File: config.mk
export PLATFORM = sky130hd
export DESIGN_NAME = pwm_capture
export DESIGN_NICKNAME = d
export VERILOG_FILES = /design/src/rtl/pwm_capture.sv
export SDC_FILE = /design/constraint.sdc
export NUM_CORES = 1
export LEC_CHECK = 0
export CELL_PAD_IN_SITES_DETAIL_PLACEMENT = 0
export CELL_PAD_IN_SITES_GLOBAL_PLACEMENT = 1
export CORE_MARGIN = 3
export CORE_UTILIZATION = 42
export DETAILED_ROUTE_END_ITERATION = 10
export PLACE_DENSITY_LB_ADDON = 0.15
export SLEW_MARGIN = 20
export SYNTH_ARGS = -nofsm -noshare
export SYNTH_HDL_FRONTEND = slang
export SYNTH_SLANG_ARGS = --single-unit
export TNS_END_PERCENT = 5
File: constraint.sdc
create_clock -name clock -period 4.1 [get_ports clock]
set_clock_uncertainty 0.15 [all_clocks]
set_input_delay 0.615 -clock clock [delete_from_list [all_inputs] [get_ports clock]]
set_output_delay 0.615 -clock clock [all_outputs]
set_load 0.005 [all_outputs]
File: src/rtl/pwm_capture.sv
// PWM capture: measures on-duration and period of pwmIn in clock cycles.
// Optional 3-sample majority glitch filter enabled by PWM_CAPTURE_GLITCH_FILTER_EN.
module pwm_capture #(
  parameter int unsigned NUM_BITS = 4
) (
  input  logic                clock,
  input  logic                reset,
  input  logic                enableC,
  input  logic                pwmIn,
  output logic [NUM_BITS-1:0] highCount,
  output logic [NUM_BITS-1:0] periodCount,
  output logic                valid,
  output logic                overflow
);

  localparam logic [NUM_BITS-1:0] CNT_MAX = '1;
  localparam logic [NUM_BITS-1:0] CNT_ONE = NUM_BITS'(1);

  typedef enum logic [1:0] {IDLE, WAIT_RISE, HIGH, LOW} state_t;

  state_t              r_state, w_state_n;
  logic [NUM_BITS-1:0] r_cnt, w_cnt_n, w_cnt_inc;
  logic [NUM_BITS-1:0] r_high, w_high_n;
  logic [NUM_BITS-1:0] r_hc, w_hc_n;
  logic [NUM_BITS-1:0] r_pc, w_pc_n;
  logic                r_valid, w_valid_n;
  logic                r_ovf, w_ovf_n;

  logic r_sync1, r_sync2, r_s_d, r_rise, r_fall;
  logic w_s;

  always_ff @(posedge clock) begin
    if (reset) begin
      r_sync1 <= 1'b0;
      r_sync2 <= 1'b0;
    end else begin
      r_sync1 <= pwmIn;
      r_sync2 <= r_sync1;
    end
  end

`ifdef PWM_CAPTURE_GLITCH_FILTER_EN
  logic [2:0] r_maj;

  always_ff @(posedge clock) begin
    if (reset) r_maj <= '0;
    else       r_maj <= {r_maj[1:0], r_sync2};
  end

  assign w_s = (r_maj[0] & r_maj[1]) | (r_maj[0] & r_maj[2]) | (r_maj[1] & r_maj[2]);
`else
  assign w_s = r_sync2;
`endif

  // Edge detects are registered so the FSM sees a clean one-cycle strobe.
  always_ff @(posedge clock) begin
    if (reset) begin
      r_s_d  <= 1'b0;
      r_rise <= 1'b0;
      r_fall <= 1'b0;
    end else begin
      r_s_d  <= w_s;
      r_rise <= w_s & ~r_s_d;
      r_fall <= ~w_s & r_s_d;
    end
  end

  always_ff @(posedge clock) begin
    if (reset) begin
      r_state <= IDLE;
      r_cnt   <= '0;
      r_high  <= '0;
      r_hc    <= '0;
      r_pc    <= '0;
      r_valid <= 1'b0;
      r_ovf   <= 1'b0;
    end else begin
      r_state <= w_state_n;
      r_cnt   <= w_cnt_n;
      r_high  <= w_high_n;
      r_hc    <= w_hc_n;
      r_pc    <= w_pc_n;
      r_valid <= w_valid_n;
      r_ovf   <= w_ovf_n;
    end
  end

  assign w_cnt_inc = (r_cnt == CNT_MAX) ? r_cnt : r_cnt + CNT_ONE;

  // WAIT_RISE also counts so a stuck input is flagged as overflow.
  always_comb begin
    w_state_n = r_state;
    w_cnt_n   = r_cnt;
    w_high_n  = r_high;
    w_hc_n    = r_hc;
    w_pc_n    = r_pc;
    w_valid_n = 1'b0;
    w_ovf_n   = r_ovf;
    if (!enableC) begin
      w_state_n = IDLE;
      w_cnt_n   = '0;
    end else begin
      case (r_state)
        IDLE: begin
          w_cnt_n   = '0;
          w_state_n = WAIT_RISE;
        end
        WAIT_RISE: begin
          if (r_rise) begin
            w_cnt_n   = CNT_ONE;
            w_state_n = HIGH;
          end else if (r_cnt == CNT_MAX) begin
            w_ovf_n = 1'b1;
          end else begin
            w_cnt_n = w_cnt_inc;
          end
        end
        HIGH: begin
          if (r_fall) begin
            w_high_n  = r_cnt;
            w_cnt_n   = w_cnt_inc;
            w_state_n = LOW;
          end else if (r_cnt == CNT_MAX) begin
            w_ovf_n   = 1'b1;
            w_state_n = WAIT_RISE;
          end else begin
            w_cnt_n = w_cnt_inc;
          end
        end
        LOW: begin
          if (r_rise) begin
            w_hc_n    = r_high;
            w_pc_n    = r_cnt;
            w_valid_n = 1'b1;
            w_ovf_n   = 1'b0;
            w_cnt_n   = CNT_ONE;
            w_state_n = HIGH;
          end else if (r_cnt == CNT_MAX) begin
            w_ovf_n   = 1'b1;
            w_state_n = WAIT_RISE;
          end else begin
            w_cnt_n = w_cnt_inc;
          end
        end
        default: w_state_n = IDLE;
      endcase
    end
  end

  assign highCount   = r_hc;
  assign periodCount = r_pc;
  assign valid       = r_valid;
  assign overflow    = r_ovf;

endmodule

[Word level (Yosys, flattened, before mapping)]
Cells that the tools add are included.
Operators by class
  muxes and demuxes: 16
  reduce and logical (&&, ||, !) cells: 8
  eq/ne operators: 7
  bitwise gates (word level): 6
  add/sub/neg operators: 1
Operators with widths (count)
  two-way mux 4 bit: 4
  case mux 4 bit (3 select lines): 1
  two-way mux 2 bit: 4
  case mux 2 bit (4 select lines): 1
  != test 2 bit, second input constant: 3
  AND reduction 3 bit: 2
  two-way mux 1 bit: 5
  adder 4 x 1 -> 4 bit, second input constant: 1
  == test 2 bit, second input constant: 2
  == test 4 bit, second input constant: 1
  NOT 1 bit: 4
  AND reduction 4 bit: 1
  OR reduction 2 bit: 2
  case mux 1 bit (3 select lines): 1
  nonzero test 3 bit: 1
  OR reduction 3 bit: 1
  AND 1 bit: 2
  == test 2 x 1 -> 1 bit, second input constant: 1
  zero test 2 bit: 1
Storage, ports and cells
  bits in registers: 25
  bits of input ports: 4
  logic and storage cells: 50
  output and inout port bits: 10

[Depth between registers and ports, before layout]
Gate-level depths: netlist (run 1).
  depth in word-level cells: 5
  depth in mapped cells: 5
  mapped depth without buffers: 4

[Least setup slack after synthesis (run 1)]
No wires, ideal clock.
  path kind: register to register
  start point: reg r_cnt[1]
  end point: reg r_cnt[0]
  data required time: 3.877 ns
  data arrival time: 1.234 ns
  stages on the path, launching flop included: 5
  period minus slack after synthesis: 1.457 ns
  path slack: 2.643 ns
  buffers on the path: 0
  cell sequence: dfxtp_1 -> ha_1 -> and3_4 -> mux2_4 -> o22ai_2
On the way
  word-level cells in the longest chain between the ends: 5
  elaborated cells on any way between the ends: 6
Ends and longest elaborated chain
  start, declared: RTL line 22  | logic [NUM_BITS-1:0] r_cnt, w_cnt_n, w_cnt_inc;
  start signal, assigned: RTL line 79  | r_cnt <= w_cnt_n;
  == test 4 bit *
  two-way mux 4 bit: RTL line 88  | assign w_cnt_inc = (r_cnt == CNT_MAX) ? r_cnt : r_cnt + CNT_ONE;
  two-way mux 4 bit: RTL line 112, 123, 138
  two-way mux 4 bit (on tied branches): RTL line 131, 119
  case mux 4 bit (3 select lines) *: RTL line 103  | case (r_state)
Every way passes the cells marked *; elsewhere a longest branch is shown, timed or not.
A chain may end at the register's enable or synchronous reset.

[Worst setup path after layout (run 1)]
  start point: in reset
  end point: reg r_cnt[2]
On the way
  word-level cells in the longest chain between the ends: 1
Ends and longest elaborated chain
  start, declared: RTL line 7  | input logic reset,
  OR reduction 2 bit (no source line)
No other way between the ends.

==> results of run 1 <==
-- synthesized netlist by cell type (all sizes together) --
master	n	area share (%)
and4	2	1.8
o22ai	1	1.3
nand4	1	0.64
nor2	8	3.0
o211ai	2	1.5
a31oi	1	0.64
o21ai	1	0.51
clkbuf	2	0.76
nand3	2	1.0
ha	1	1.3
mux2i	5	5.1
nand4b	1	1.5
and3	1	1.1
dfxtp	25	51
buf	5	3.2
nor3b	3	2.3
a21oi	10	5.1
xnor2	1	0.89
nor2b	8	5.8
nor3	2	1.0
mux2	1	1.5
a21boi	1	0.76
nand2	22	8.4
-- cells by family (layout without fill, tap and decap cells) --
family | Yosys count | count (layout) | synth area share [%]
adder cells (fa/ha/maj) | 1 | 1 | 1.27
buffers and inverters | 7 | 17 | 3.94
AO/OA/AOI/OAI | 16 | 16 | 9.78
XOR/XNOR | 1 | 1 | 0.890
flip-flops | 25 | 25 | 50.8
AND/OR/NAND/NOR | 50 | 50 | 26.7
multiplexers | 6 | 6 | 6.61
-- worst max-delay path, stage by stage --
cell             delay [ns]
clkdlybuf4s50_1        0.74
nor2b_4                0.29
o211ai_1               0.16
nor3_1                 0.23
-- power by group --
group / internal, mW / switching [mW]
combinational: 0.00652 / 0.00594
clock: 0.0379 / 0.0667
sequential: 0.245 / 0.00310
total: 0.290 / 0.0757
-- stage by stage --
| stage | setup WS (ns) | total power, mW |
|---|---|---|
| floorplan | 2.64 | 0.262 |
| global placement | 1.87 | 0.266 |
| detailed placement | 1.78 | 0.266 |
| CTS | 2.11 | 0.370 |
| global route | 1.92 | 0.382 |
| finish | 2.14 | 0.366 |
-- final timing paths --
check | start | end | slack (ns)
min | r_s_d | r_rise | 0.26
max reg2reg | r_cnt[0] | r_cnt[0] | 2.39
max | reset | r_cnt[2] | 2.14
min reg2reg | r_s_d | r_rise | 0.26
-- layer usage --
| layer | up-vias | track usage, % | share of wire [%] |
|---|---|---|---|
| met5 | - | 0 | 0 |
| met4 | 0 | 2.49 | 0.78 |
| met3 | 2 | 5.72 | 4.3 |
| met2 | 13 | 22.9 | 46 |
| met1 | 302 | 18.2 | 49 |
| li1 | 381 | - | - |
-- flip-flops by register name (all words and copies together), names as in the netlist --
register	flops
highCount	4
periodCount	4
r_cnt	4
r_high	4
r_state	2
overflow	1
r_fall	1
r_rise	1
r_s_d	1
r_sync1	1
r_sync2	1
valid	1
-- area by class of cell --
type / instances / area (um^2)
repair buffers: 13 / 130
well taps: 27 / 33.8
clock buffers: 4 / 26.3
flip-flops and latches: 25 / 500
multi-input cells: 74 / 445
fillers: 213 / 946
==> impl_results.md, run 1 <==
- Worst hold slack: 0.263 ns
- Setup crit end kind: register
- Setup bufs post-CTS: 0
- Synthesis-stage register bit count: 25
- Finished Layout Cells: 143
- Final slew viol count: 0
- Hold-critical path depth: 1
- Initial Utilization: 47.3%
- Grt total ovfl: 0
- Setup TNS: 0 ns
- Syn nets: 111
- Initial antenna violation count: 0
- Tcrit/Tclk final: 47.9%
- Vias in the first global route: 666
- Fraction of layout cells with a size suffix above 1: 6.90%
- Worst reg-to-reg path cell count: 4
- PortBufs: 13
- Placed cell count: 139
- Die extent in y: 54.4 um
- Syn. warnings: 0
- Die width: 54.4 um
- Final Hold Fails: 0
- Worst-margin pin slew: 0.661 ns
- Root Driver: clkbuf_4
- Synthesized instance count: 106
- Setup-failing EPs final: 0
- # IOs: 14
- Global-route wire length before repair: 2980 um
- Die area: 2960 um^2
- RSZ-0062 raised after global routing: false
- Post-CTS resize count: 0
- Sequential fraction of the synthesis area: 50.8%
- TritonCTS Buffers: 3
- Placer Congestion: 0.783
- Synth unique cells: 25
- Post-DRT Antenna Nets: 0
- Placeable core region: 2080 um^2
- Drt wl/cell: 11.6 um
- PD cells: 322 nW/um^2
- Fmax: 509 MHz
- DRC: 0
- Setup crit start kind: input port
- Area Overhead vs Synth: 15.4%
- Largest net degree at the start of global routing: 19
- Placed cell area: 1110 um^2
- Final Util: 54.6%
- TritonCTS clock tree: done
- Critical Path Fanout Max: 18
- Worst EP required: 4.18 ns
- Nets: 122
- DR pass1 iterations: 4
- # hold bufs at CTS: 0
- Diode count: 0
- Worst-Skew Late Latency: 0.31 ns
- Post-DR vias/cell: 4.88
- Rel. slew slack: 55.8%
- Via count: 698
- Critical Path AT: 2.04 ns
- Initial detailed-routing violation count: 7
- Post-Syn Area: 985 um^2
- P_leak: 0.432 nW
- Commonest non-fill, non-tap cell in the layout: dfxtp_1
- Worst Path Class, Setup: input port to register
- Outcome: completed
- Maximum root-to-sink buffer count: 2
- Commonest cells after routing, fill and taps aside: 25 x dfxtp_1, 22 x nand2_1, 13 x clkdlybuf4s50_1
- Worst-path clk slew: 0.13 ns
- VDD IR-drop max: 0.324 mV
- Design area: 1140 um^2
- Final WL: 1660 um
- Hpwl dp: 1220 um
- Max Cap Violations: 0
- Min cycle time layout: 1.96 ns
- GRT Util Overall: 14.3%
- Htree depth: 1
- Row cnt: 16
- Avg Synthesized Cell Area: 9.29 um^2
- Worst min path class: register to register
- Clock tree sinks: 25
No activity file was read; power rests on OpenSTA's default activity.
==> inputs of run 2 (changes only) <==
--- a/config.mk
+++ b/config.mk
@@ -8,7 +8,7 @@
 export CELL_PAD_IN_SITES_DETAIL_PLACEMENT = 0
 export CELL_PAD_IN_SITES_GLOBAL_PLACEMENT = 1
 export CORE_MARGIN = 3
-export CORE_UTILIZATION = 42
+export CORE_UTILIZATION = 35
 export DETAILED_ROUTE_END_ITERATION = 10
 export PLACE_DENSITY_LB_ADDON = 0.15
 export SLEW_MARGIN = 20
==> constraint.sdc (replaced) <==
create_clock -name clock -period 1.58 [get_ports clock]
set_clock_uncertainty 0.15 [all_clocks]
set_input_delay 0.237 -clock clock [delete_from_list [all_inputs] [get_ports clock]]
set_output_delay 0.237 -clock clock [all_outputs]
set_load 0.005 [all_outputs]
==> impl_results.md, run 2 (same netlist as run 1, synthesis figures left out) <==
- Die area: 3490 um^2 (was 2960 um^2)
- Sw Share: 21.6% (was 20.7%)
- Area Overhead vs Synth: 23.0% (was 15.4%)
- Die width: 59.0 um (was 54.4 um)
- Hpwl dp: 1270 um (was 1220 um)
- CP bufs+invs: 1 (unchanged)
- Max stage delay on crit path: 0.49 ns (was 0.74 ns)
- Nets: 127 (was 122)
- Worst reg-to-reg path cell count: 4 (unchanged)
- Post-DR vias/cell: 4.97 (was 4.88)
- Max Cap Violations: 0 (unchanged)
- Critical Path Fanout Max: 1 (was 18)
- Vias in the first global route: 675 (was 666)
- Fraction of layout cells with a size suffix above 1: 18.2% (was 6.90%)
- # hold bufs at CTS: 0 (unchanged)
- Worst Path Class, Setup: register to primary output (was input port to register)
- Sw power: 0.209 mW (was 0.0757 mW)
- R2r setup slk: 0.10 ns (was 2.39 ns)
- Setup TNS: 0 ns (unchanged)
- Worst-Skew Late Latency: 0.32 ns (was 0.31 ns)
- Endpoint, Worst Hold: r_rise (unchanged)
- Setup-failing EPs final: 0 (unchanged)
- Commonest non-fill, non-tap cell in the layout: nand2_1 (was dfxtp_1)
- Initial antenna violation count: 0 (unchanged)
- RSZ-0062 raised after global routing: false (unchanged)
- Comb power frac: 4.1% (was 3.4%)
- Final WL: 1810 um (was 1660 um)
- Final Hold Fails: 0 (unchanged)
- Htree depth: 1 (unchanged)
- Internal power: 0.756 mW (was 0.290 mW)
- Post-DRT Antenna Nets: 0 (unchanged)
- Crit-path slowest cell: clkdlybuf4s50_1 (unchanged)
- Min cycle time layout: 1.51 ns
- Worst-margin pin slew: 0.355 ns (was 0.661 ns)
- Largest net degree at the start of global routing: 16 (was 19)
- Crit Reg-Reg Startpoint: r_cnt[1] (was r_cnt[0])
- Tcrit/Tclk final: 95.6%
- Worst EP required: 1.19 ns (was 4.18 ns)
- TritonCTS clock tree: done (unchanged)
- Die extent in y: 59.0 um (was 54.4 um)
- Hold-critical path depth: 1 (unchanged)
- Worst path cell trace: clkdlybuf4s50_1 (was clkdlybuf4s50_1 -> nor2b_4 -> o211ai_1 -> nor3_1)
- Worst-path clk slew: 0.12 ns (was 0.13 ns)
- Global-route wire length before repair: 3080 um (was 2980 um)
- PortBufs: 13 (unchanged)
- Outcome: completed (unchanged)
- Maximum root-to-sink buffer count: 2 (unchanged)
- Worst setup margin: 0.0697 ns (was 2.14 ns)
- VDD IR-drop max: 0.654 mV (was 0.324 mV)
- CP delay by family, top: buffers and inverters (unchanged)
- P_leak: 0.630 nW (was 0.432 nW)
- Grt total ovfl: 0 (unchanged)
- Worst hold slack: 0.267 ns (was 0.263 ns)
- Final slew viol count: 0 (unchanged)
- Hold path start: r_s_d (unchanged)
- Fillers: 261 (was 213)
- Setup crit end kind: primary output (was register)
- PD cells: 797 nW/um^2 (was 322 nW/um^2)
- Drt wl/cell: 12.0 um (was 11.6 um)
- Placer Congestion: 0.687 (was 0.783)
- Initial Utilization: 38.4% (was 47.3%)
- Worst min path class: register to register (unchanged)
- Initial detailed-routing violation count: 18 (was 7)
- Root Driver: clkbuf_4 (unchanged)
- TritonCTS Buffers: 3 (unchanged)
- Critical Path AT: 1.12 ns (was 2.04 ns)
- GRT Util Overall: 11.9% (was 14.3%)
- Reg-to-Reg End: r_cnt[0] (unchanged)
- Crit path launch: valid (was reset)
- Diode count: 0 (unchanged)
- Setup crit start kind: register (was input port)
- Via count: 750 (was 698)
- DRC: 0 (unchanged)
- Sequential share of power: 66.6% (was 68.0%)
- Placed cell area: 1150 um^2 (was 1110 um^2)
- Rel. slew slack: 76.2% (was 55.8%)
- Design area: 1210 um^2 (was 1140 um^2)
- # IOs: 14 (unchanged)
- DR pass1 iterations: 2 (was 4)
- Commonest cells after routing, fill and taps aside: 22 x nand2_1, 16 x dfxtp_1, 10 x a21oi_1 (was 25 x dfxtp_1, 22 x nand2_1, 13 x clkdlybuf4s50_1)
- Clock tree sinks: 25 (unchanged)
- Clk pwr share: 29.3% (was 28.6%)
- Fmax: 662 MHz
- Row cnt: 18 (was 16)
- Pre-CTS WS: -0.0608 ns (was 1.78 ns)
- Placeable core region: 2570 um^2 (was 2080 um^2)
[run 2: worst max path at each step]
stage,to,slack [ns],cells past startpoint
after floorplan,r_cnt[0],0.12,4
after global placement,highCount[1],-0.02,4
after detailed placement,highCount[1],-0.06,4
after CTS,periodCount[0],0.003,1
after global routing,valid,0.006,1
final,valid,0.07,1
[run 2: power by group through the flow]
stage / clock network [mW] / logic [mW] / registers [mW]
floorplan: 0 / 0.0269 / 0.653
global placement: 0 / 0.0392 / 0.657
detailed placement: 0 / 0.0395 / 0.657
CTS: 0.301 / 0.0395 / 0.643
global route: 0.323 / 0.0428 / 0.645
finish: 0.283 / 0.0392 / 0.643
[run 2: per-stage QoR]
stage,power [mW],utilization [%],instances
after detailed placement,0.696,44.8,147
after global placement,0.696,44.8,147
final,0.965,47.2,151
after CTS,0.983,45.9,151
after floorplan,0.680,-,106
after global routing,1.01,47.2,151
[run 2: routing by layer]
| metal | up-vias | part of all wire, % | global-route usage, % |
|---|---|---|---|
| met1 | 345 | 47 | 14.3 |
| met2 | 11 | 46 | 19.1 |
| met3 | 4 | 4.9 | 3.92 |
| met4 | 0 | 1.8 | 5.83 |
| met5 | - | 0 | 0 |
| li1 | 390 | - | - |
[run 2: what timing repair did]
action	4_1_cts	5_1_grt
buffers inserted	0	0
resized for setup	1	17
cloned	0	0
setup endpoints to repair	1	9
[run 2: final cells by class]
type	count	area (um^2)	share of cell area, %
timing repair buffer	18	190	15.7
clock buffer	4	26.3	2.17
tap	30	37.5	3.10
multi-input combinational	74	445	36.8
sequential	25	512	42.3
